==> src/rtl/jtdd_sync_recover_pkg.sv <==
`default_nettype none
// ----------------------------------------------------------------------------
// jtdd_sync_recover_pkg: shared FSM states, sync-signal indices and the
// nominal video timing of the companion timing generator.
// Rev 1.0
// ----------------------------------------------------------------------------
package jtdd_sync_recover_pkg;

  typedef enum logic [1:0] {
    SEARCH  = 2'd0,
    MEASURE = 2'd1,
    LOCKED  = 2'd2
  } state_e;

  localparam int SIG_HS  = 0;
  localparam int SIG_VS  = 1;
  localparam int SIG_HBL = 2;
  localparam int SIG_VBL = 3;
  localparam int NSIG    = 4;

  localparam int JTDD_HTOTAL  = 384;
  localparam int JTDD_HACTIVE = 256;
  localparam int JTDD_VTOTAL  = 272;
  localparam int JTDD_VACTIVE = 240;

endpackage
`default_nettype wire

==> src/rtl/jtdd_edge_det.sv <==
`default_nettype none
// ----------------------------------------------------------------------------
// jtdd_edge_det: pixel-enable sampled history of one sync input plus
// rise/fall strobes, valid only during the enabled cycle.
// Rev 1.0
// ----------------------------------------------------------------------------
module jtdd_edge_det (
  input  logic clk,
  input  logic rst,
  input  logic pxl_cen_i,
  input  logic sig_i,
  output logic rise_o,
  output logic fall_o
);

  logic sig_q;

  always_ff @(posedge clk or posedge rst) begin
    if (rst) begin
      sig_q <= 1'b0;
    end else if (pxl_cen_i) begin
      sig_q <= sig_i;
    end
  end

  assign rise_o = pxl_cen_i &  sig_i & ~sig_q;
  assign fall_o = pxl_cen_i & ~sig_i &  sig_q;

endmodule
`default_nettype wire

==> src/rtl/jtdd_sync_recover.sv <==
`default_nettype none
// ----------------------------------------------------------------------------
// jtdd_sync_recover: rebuilds pixel/line counters from HS/VS/HBL/VBL,
// measures line/frame geometry and flags lock once the timing is stable.
// Rev 1.0
// ----------------------------------------------------------------------------
module jtdd_sync_recover
  import jtdd_sync_recover_pkg::*;
#(
  parameter int HW          = 9,
  parameter int VW          = 9,
  parameter int LOCK_FRAMES = 2
) (
  input  logic          clk,
  input  logic          rst,
  input  logic          pxl_cen,
  input  logic          HS,
  input  logic          VS,
  input  logic          HBL,
  input  logic          VBL,
  output logic [HW-1:0] hcnt,
  output logic [VW-1:0] vcnt,
  output logic [HW-1:0] htotal,
  output logic [HW-1:0] hactive,
  output logic [HW-1:0] hs_pos,
  output logic [VW-1:0] vtotal,
  output logic [VW-1:0] vactive,
  output logic          line_start,
  output logic          frame_start,
  output logic          locked
);

  localparam int            FW      = $clog2(LOCK_FRAMES + 1);
  localparam logic [HW-1:0] HMAX    = '1;
  localparam logic [VW-1:0] VMAX    = '1;
  localparam logic [FW-1:0] OK_LAST = FW'(LOCK_FRAMES - 1);

  logic [NSIG-1:0] sync_vec, rise, fall;
  logic            unused_edges;

  assign sync_vec = {VBL, HBL, VS, HS};

  for (genvar i = 0; i < NSIG; i++) begin : g_edge
    jtdd_edge_det u_det (
      .clk       (clk),
      .rst       (rst),
      .pxl_cen_i (pxl_cen),
      .sig_i     (sync_vec[i]),
      .rise_o    (rise[i]),
      .fall_o    (fall[i])
    );
  end

  assign unused_edges = ^{rise[SIG_VS], rise[SIG_HBL], rise[SIG_VBL],
                          fall[SIG_HS], fall[SIG_VS], fall[SIG_VBL]};

  logic [HW-1:0] hcnt_q, hcnt_d, htotal_q, htotal_d, hactive_q, hactive_d;
  logic [HW-1:0] hs_pos_q, hs_pos_d, cur_act_q, cur_act_d, snap_h_q, snap_h_d;
  logic [VW-1:0] vcnt_q, vcnt_d, vtotal_q, vtotal_d, vactive_q, vactive_d;
  logic [VW-1:0] cur_vact_q, cur_vact_d, snap_v_q, snap_v_d;
  logic [FW-1:0] frame_ok_q, frame_ok_d;
  logic          vbl_at_ls_q, vbl_at_ls_d, ls_q, ls_d, fs_q, fs_d;
  state_e        state_q, state_d;

  logic          ls, fs, hs_rise, h_sat, v_sat, same_frame;
  logic [HW-1:0] h_inc;
  logic [VW-1:0] v_inc;

  assign ls         = fall[SIG_HBL];
  assign fs         = ls & ~VBL & vbl_at_ls_q;
  assign hs_rise    = rise[SIG_HS];
  assign h_inc      = hcnt_q + 1'b1;
  assign v_inc      = vcnt_q + 1'b1;
  assign h_sat      = pxl_cen & ~ls & (hcnt_q == HMAX);
  assign v_sat      = ls & ~fs & (vcnt_q == VMAX);
  assign same_frame = (h_inc == snap_h_q) && (v_inc == snap_v_q);

  always_comb begin
    hcnt_d      = hcnt_q;
    htotal_d    = htotal_q;
    hactive_d   = hactive_q;
    hs_pos_d    = hs_pos_q;
    cur_act_d   = cur_act_q;
    vcnt_d      = vcnt_q;
    vtotal_d    = vtotal_q;
    vactive_d   = vactive_q;
    cur_vact_d  = cur_vact_q;
    vbl_at_ls_d = vbl_at_ls_q;
    ls_d        = 1'b0;
    fs_d        = 1'b0;
    if (pxl_cen) begin
      if (ls) begin
        hcnt_d    = '0;
        htotal_d  = h_inc;
        hactive_d = cur_act_q;
        cur_act_d = HW'(1);
      end else begin
        if (hcnt_q != HMAX) hcnt_d = h_inc;
        if (!HBL && cur_act_q != HMAX) cur_act_d = cur_act_q + 1'b1;
      end
      // HS rising on the line-start pixel lands at column 0
      if (hs_rise) hs_pos_d = ls ? '0 : h_inc;
      if (ls) begin
        ls_d        = 1'b1;
        fs_d        = fs;
        vbl_at_ls_d = VBL;
        if (fs) begin
          vcnt_d     = '0;
          vtotal_d   = v_inc;
          vactive_d  = cur_vact_q;
          cur_vact_d = VW'(1);
        end else begin
          if (vcnt_q != VMAX) vcnt_d = v_inc;
          if (!VBL && cur_vact_q != VMAX) cur_vact_d = cur_vact_q + 1'b1;
        end
      end
    end
  end

  always_comb begin
    state_d    = state_q;
    frame_ok_d = frame_ok_q;
    snap_h_d   = snap_h_q;
    snap_v_d   = snap_v_q;
    if (fs) begin
      snap_h_d = h_inc;
      snap_v_d = v_inc;
    end
    case (state_q)
      SEARCH: begin
        if (fs) begin
          state_d    = MEASURE;
          frame_ok_d = '0;
        end
      end
      MEASURE: begin
        if (fs) begin
          if (!same_frame)              frame_ok_d = '0;
          else if (frame_ok_q == OK_LAST) state_d  = LOCKED;
          else                          frame_ok_d = frame_ok_q + 1'b1;
        end
      end
      LOCKED: begin
        if ((ls && h_inc != htotal_q) || (fs && v_inc != vtotal_q) || h_sat || v_sat) begin
          state_d    = SEARCH;
          frame_ok_d = '0;
        end
      end
      default: state_d = SEARCH;
    endcase
  end

  always_ff @(posedge clk or posedge rst) begin
    if (rst) begin
      hcnt_q      <= '0;
      htotal_q    <= '0;
      hactive_q   <= '0;
      hs_pos_q    <= '0;
      cur_act_q   <= '0;
      vcnt_q      <= '0;
      vtotal_q    <= '0;
      vactive_q   <= '0;
      cur_vact_q  <= '0;
      vbl_at_ls_q <= 1'b0;
      ls_q        <= 1'b0;
      fs_q        <= 1'b0;
      state_q     <= SEARCH;
      frame_ok_q  <= '0;
      snap_h_q    <= '0;
      snap_v_q    <= '0;
    end else begin
      hcnt_q      <= hcnt_d;
      htotal_q    <= htotal_d;
      hactive_q   <= hactive_d;
      hs_pos_q    <= hs_pos_d;
      cur_act_q   <= cur_act_d;
      vcnt_q      <= vcnt_d;
      vtotal_q    <= vtotal_d;
      vactive_q   <= vactive_d;
      cur_vact_q  <= cur_vact_d;
      vbl_at_ls_q <= vbl_at_ls_d;
      ls_q        <= ls_d;
      fs_q        <= fs_d;
      state_q     <= state_d;
      frame_ok_q  <= frame_ok_d;
      snap_h_q    <= snap_h_d;
      snap_v_q    <= snap_v_d;
    end
  end

  assign hcnt        = hcnt_q;
  assign vcnt        = vcnt_q;
  assign htotal      = htotal_q;
  assign hactive     = hactive_q;
  assign hs_pos      = hs_pos_q;
  assign vtotal      = vtotal_q;
  assign vactive     = vactive_q;
  assign line_start  = ls_q;
  assign frame_start = fs_q;
  assign locked      = (state_q == LOCKED);

endmodule
`default_nettype wire

==> config.mk <==
export PLATFORM = sky130hd
export DESIGN_NAME = jtdd_sync_recover
export DESIGN_NICKNAME = d
export VERILOG_FILES = /design/src/rtl/jtdd_sync_recover_pkg.sv /design/src/rtl/jtdd_edge_det.sv /design/src/rtl/jtdd_sync_recover.sv
export SDC_FILE = /design/constraint.sdc
export NUM_CORES = 1
export LEC_CHECK = 0
export ABC_AREA = 1
export CAP_MARGIN = 10
export CORE_ASPECT_RATIO = 0.7
export CORE_MARGIN = 8
export CORE_UTILIZATION = 53
export DETAILED_ROUTE_END_ITERATION = 8
export PLACE_DENSITY_LB_ADDON = 0.15
export SYNTH_ARGS = -nofsm -noshare
export SYNTH_HDL_FRONTEND = slang
export SYNTH_SLANG_ARGS = --single-unit
==> constraint.sdc <==
create_clock -name clk -period 6.89 [get_ports clk]
set_clock_uncertainty 0.05 [all_clocks]
set_input_delay 1.0335 -clock clk [delete_from_list [all_inputs] [get_ports clk]]
set_output_delay 1.0335 -clock clk [all_outputs]
set_load 0.02 [all_outputs]
-- After elaboration in Yosys (flattened, before gate mapping)
Cells that the tools add are included.
- add/subtract/negate cells: 5
- equal/unequal tests: 19
- muxes and demuxes: 24
- bitwise logic cells: 15
- reductions and logical operators: 25
- operators by type and width (cell ; number):
    9-bit 2-to-1 mux ; 9
    9-bit by 1-bit adder with 9-bit output, second input constant ; 4
    9-bit != test, second input constant ; 4
    9-bit == test ; 2
    9-bit == test, second input constant ; 2
    2-bit 2-to-1 mux ; 9
    9-bit != test ; 2
    2-bit one-hot mux with 3 select lines ; 2
    1-bit AND ; 10
    5-bit AND reduction ; 2
    3-bit AND reduction ; 3
    2-bit != test, second input constant ; 4
    2-bit AND reduction ; 4
    2-bit nonzero test ; 4
    1-bit logical AND ; 5
    1-bit NOT ; 5
    2-bit by 1-bit == test with 1-bit output, second input constant ; 2
    1-bit 2-to-1 mux ; 4
    1-bit logical OR ; 3
    3-bit != test, second input constant ; 1
    3-bit nonzero test ; 1
    2-bit by 1-bit adder with 2-bit output, second input constant ; 1
    2-bit == test, second input constant ; 1
    1-bit logical NOT ; 2
    2 further kinds ; 2
- flip-flop bits (word level): 108
- input port bits: 7
- output and inout bits: 66
- logic and storage cells: 106

-- Depth between registers and ports, before layout
- depth after elaboration: 11
- gate-level depth with buffers: 19
- mapped depth without buffers: 19

-- Hierarchy
A second synthesis with hierarchy kept.
- cells, all modules: 715
- area, all modules: 5465.2 um^2
- by module, submodules not included (module ; instances ; cells each ; area each (um^2) ; seq. area each (um^2)):
    jtdd_sync_recover ; 1 ; 697 ; 5355.1 ; 2652.5
    jtdd_edge_det ; 2 ; 9 ; 55.1 ; 25.0

-- Least setup slack after synthesis
Ideal clock, no wire load.
- path kind: reg2reg
- start: reg hcnt_q[1] (netlist: hcnt[1])
- end: reg frame_ok_q[0]
- library setup time: 116 ps
- arrival: 2369 ps
- required time: 6724 ps
- path slack: 4355 ps
- cell stages (with the launch flop): 19
- buffers on the path: 0
- clock period less this slack: 2535 ps
- path through: dfrtp_1 > ha_1 > nand2_2 > nor2_1 > nand2_1 > nor2_1 > ha_1 > xnor2_1 > nand2_1 > nor2_1 > nand2_1 > nor2_1 > nand3_1 > nor2_1 > nand4_1 > nand2_1 > nand2_2 > nand3_1 > nand2_1
- cells in the longest elaborated chain, start to end: 8
- elaborated cells between the ends (all ways): 16
- those cells by class: 1 x add/sub; 5 x eq/ne; 3 x mux; 1 x bitwise; 6 x reduce/logical
- ends and longest elaborated chain (what ; line ; RTL):
    start: declaration ; jtdd_sync_recover.sv:57 ; logic [HW-1:0] hcnt_q, hcnt_d, htotal_q, htotal_d, hactive_q, hactive_d;
    start signal: assignment ; jtdd_sync_recover.sv:172 ; hcnt_q <= hcnt_d;
    9-bit by 1-bit adder with 9-bit output (*) ; jtdd_sync_recover.sv:72 ; assign h_inc = hcnt_q + 1'b1;
    net h_inc[8] ; jtdd_sync_recover.sv:66 ; logic [HW-1:0] h_inc;
    9-bit != test ; jtdd_sync_recover.sv:144 ; if ((ls && h_inc != htotal_q) || (fs && v_inc != vtotal_q) || h_sat || v_sat) begin
    1-bit logical AND ; jtdd_sync_recover.sv:144 ;
    1-bit logical OR (3 in a row) ; jtdd_sync_recover.sv:144 ;
    2-bit by 1-bit != test with 1-bit output (no line) ; - ;
    5-bit AND reduction (no line) ; - ;
    end signal: assignment ; jtdd_sync_recover.sv:185 ; frame_ok_q <= frame_ok_d;
    end: declaration ; jtdd_sync_recover.sv:61 ; logic [FW-1:0] frame_ok_q, frame_ok_d;
The timed path passes the listed nets; every way through them passes the cells marked *. The select of a mux whose other input is x is not followed.
A chain may end at the register's enable or synchronous reset.

-- Worst setup path after layout
- start: in pxl_cen
- end: reg frame_ok_q[0]
- cells in the longest elaborated chain, start to end: 10
- elaborated cells between the ends (all ways): 19
- those cells by class: 3 x eq/ne; 10 x bitwise; 6 x reduce/logical
- ends and longest elaborated chain (what ; line ; RTL):
    start: declaration ; jtdd_sync_recover.sv:16 ; input logic pxl_cen,
    1-bit AND (2 in a row) ; jtdd_edge_det.sv:27 ; assign fall_o = pxl_cen_i & ~sig_i & sig_q;
    1-bit AND (2 in a row) ; jtdd_sync_recover.sv:70 ; assign fs = ls & ~VBL & vbl_at_ls_q;
    1-bit NOT / 1-bit logical AND (equally long branches) ; jtdd_sync_recover.sv:75, jtdd_sync_recover.sv:144 ;
    1-bit AND / 1-bit logical OR (equally long branches) (2 in a row) ; jtdd_sync_recover.sv:75, jtdd_sync_recover.sv:144 ;
    1-bit logical OR ; jtdd_sync_recover.sv:144 ;
    2-bit by 1-bit != test with 1-bit output (no line) ; - ;
    5-bit AND reduction (no line) (*) ; - ;
Mark *: on every way between the ends. The rest lies on a longest branch, timed or not.

==> flow_metrics.tcl <==
set metrics [dict create \
    final-hold-violation-count 0 \
    synth-seq-area-share_pct 51.1 \
    period_share_pct 56.5 \
    core-area_sq_um 9720 \
    grtUsageTotal_pct 18.9 \
    drive_gt1_share_pct 5.65 \
    rsz0062_at_grt "false" \
    drv_slew 0 \
    clk_pin_slew_ns 0.07 \
    grt-ovfl-total 0 \
    insertedDiodeCount 0 \
    clock_tree.root_cell "clkbuf_16" \
    period_needed_ns 3.89 \
    cts_hold_buf 0 \
    worst_pin_slew_ns 0.868 \
    max_cap_violations 0 \
    syn-num-nets 688 \
    syn2layout_area_growth_pct 20.7 \
    reg2reg_depth 18 \
    cp_data_required_time_ns 7.08 \
    die_y_um 99.6 \
    powerDensity_nw_per_um2 332 \
    portBuffers 71 \
    fin_area_sq_um 6390 \
    synth_xor_area_share_pct 1.66 \
    hpwl_um 8930 \
    crit_type "input port to flip-flop" \
    startpoint "pxl_cen" \
    via_count 4592 \
    syn_area_sq_um 5290 \
    critPathCapture "frame_ok_q[0]$_DFFE_PP0P_" \
    drt-total-wl_um 12300 \
    num_rows 30 \
    worstSkewPairLatency_ns 0.35 \
    fin_tns_setup_ns 0 \
    dpl_cell_area_sq_um 6110 \
    cts_buffer_depth 2 \
    vdd_drop_max_v 0.000207 \
    power.leakage_nw 3.00 \
    yosys.area_share.simple_pct 28.3 \
    drt-wirelength-per-cell_um 14.2 \
    setup_viol 0 \
    die_x_um 135 \
    synth_fa_ha_area_share_pct 2.13 \
    clock_sinks 108 \
    ctsHtreeMaxLevel 3 \
    cts_tree "done" \
    place.gp.congestion 0.799 \
    ys_ff_latch 108 \
    cts_buffers 9 \
    grt_pass1_wl_um 21000 \
    cts-resized-gates 0 \
    yosysWarnings 0 \
    drc_errors 0 \
    antenna_found_initial 0 \
    grt_pass1_vias 4470 \
    syn_inst 672 \
    final_common_cell "nand2_1" \
    drt_iter0_drc 227 \
    maxSlewHeadroom_pct 42.2 \
    start_util_pct 54.4 \
    path_max_fanout 55 \
    synth_area_per_cell_sq_um 7.87 \
    ant_nets 0 \
    ios 73 \
    critPathLaunchType "input port" \
    hold_class "flip-flop to flip-flop" \
    yosysUniqueCellTypes 29 \
    die_area_sq_um 13500 \
    rrSetupSlack_ns 3.54 \
    worst_ep_arrival_time_ns 4.08 \
    nNetsFinal 756 \
    via_per_inst 5.27 \
    synth_mux_area_share_pct 0 \
    status "complete, no violations" \
    synth-compound-area-share_pct 10.0 \
    synth_top_family_by_area "simple AND/OR/NAND/NOR gates" \
    grt_start_max_net_pins 70 \
    r2r-start "hcnt[0]$_DFFE_PP0P_" \
    postCtsSetupBuffers 0 \
    fmax_mhz 257 \
    firstDrtPassIters 4 \
    final_cell_mix "nand2_1, dfrtp_1, o21ai_0, inv_1, clkdlybuf4s50_1" \
    worst_setup_path_end_kind "flip-flop" \
    rr_endpoint "state_q[0]$_DFFE_PP0P_" \
]
worst min-delay path by stage:
stage	from	to	slack, ns	cells after the start
2_1_floorplan	cur_act_q[7]$_DFFE_PP0P_	cur_act_q[7]$_DFFE_PP0P_	0.38	1
3_3_place_gp	cur_act_q[7]$_DFFE_PP0P_	cur_act_q[7]$_DFFE_PP0P_	0.40	1
3_5_place_dp	vactive[7]$_DFFE_PP0P_	vactive[7]$_DFFE_PP0P_	0.41	2
4_1_cts	cur_act_q[7]$_DFFE_PP0P_	cur_act_q[7]$_DFFE_PP0P_	0.43	1
5_1_grt	cur_act_q[7]$_DFFE_PP0P_	cur_act_q[7]$_DFFE_PP0P_	0.46	1
6_report	cur_act_q[7]$_DFFE_PP0P_	cur_act_q[7]$_DFFE_PP0P_	0.42	1
routing by layer:
layer	GRT usage, %	wire [um]
met1	24.1	5670
met2	30.9	5970
met3	5.69	612
met4	4.42	93
met5	0	0
per-stage QoR:
step / worst slack [ns] / utilization [%] / hold slack (ns) / power (mW) / cells
after floorplan: 2.96 / - / 0.383 / 1.35 / 672
after detailed placement: 2.64 / 62.9 / 0.415 / 1.64 / 857
after CTS: 3.01 / 65.7 / 0.425 / 2.14 / 872
after global routing: 2.68 / 65.7 / 0.459 / 2.26 / 872
final: 3.00 / 65.7 / 0.422 / 2.12 / 872
after global placement: 2.66 / 62.9 / 0.403 / 1.61 / 857
registers in the layout, indices dropped and copies added, names as in the netlist, 9 cells and up:
signal and cells:
cur_act_q 9, cur_vact_q 9, hactive 9, hcnt 9, hs_pos 9, htotal 9, snap_h_q 9, snap_v_q 9
vactive 9, vcnt 9, vtotal 9
area by class of cell:
class | instances | area, sq um
clock buffer | 10 | 229
clock inverter | 5 | 45.0
fill | 808 | 3330
inverter | 81 | 307
multi-input combinational | 468 | 2230
sequential | 108 | 2700
tap | 128 | 160
timing repair buffer | 72 | 718
cells by family (layout without fill, tap and decap cells):
kind of cell | Yosys count | in the layout
xor gates and xnor gates | 10 | 10
and+or+nand+nor | 345 | 345
buffers and inverters | 96 | 168
DFF | 108 | 108
AOI/OAI and AO/OA | 104 | 104
adders and majority gates | 9 | 9
cell usage after synthesis:
cell	number	area share (%)
clkinv_1	2	0.14
ha_1	9	2.1
o21ai_0	81	7.7
nor4_1	1	0.12
nand3_2	2	0.38
nand4_1	3	0.35
inv_1	75	5.3
nand3b_1	3	0.43
nor2_1	41	2.9
or2_1	1	0.12
nand4_2	1	0.24
clkbuf_1	14	0.99
nand2_4	2	0.43
buf_2	1	0.094
xnor2_1	7	1.2
nor2_2	3	0.35
a21oi_1	15	1.4
dfrtp_1	108	51
xor2_1	3	0.50
a311oi_1	1	0.17
o21ai_1	1	0.094
nor2_4	3	0.64
inv_2	4	0.28
nand2_2	11	1.3
nor3_1	8	0.76
a31oi_1	1	0.12
o22ai_1	5	0.59
nand2_1	208	15
nand3_1	58	5.5
worst max-delay path: stages:
cell and delay [ns]:
clkdlybuf4s50_1 0.47, inv_2 0.14, nor2_4 0.06, nand2_4 0.39
nor2_4 0.08, nand2_4 0.42, clkinv_1 0.77, nand2_1 0.29
nand3_2 0.09, nand2_1 0.08, inv_2 0.07, nand3_1 0.09
nand2_1 0.05
power by group:
| group | switching, mW | internal [mW] | leakage [nW] |
|---|---|---|---|
| Clock | 0.240 | 0.250 | 0.132 |
| Combinational | 0.439 | 0.304 | 1.45 |
| Sequential | 0.127 | 0.764 | 1.42 |
| Total | 0.806 | 1.32 | 3.00 |
(Power assumes the default switching activity.)
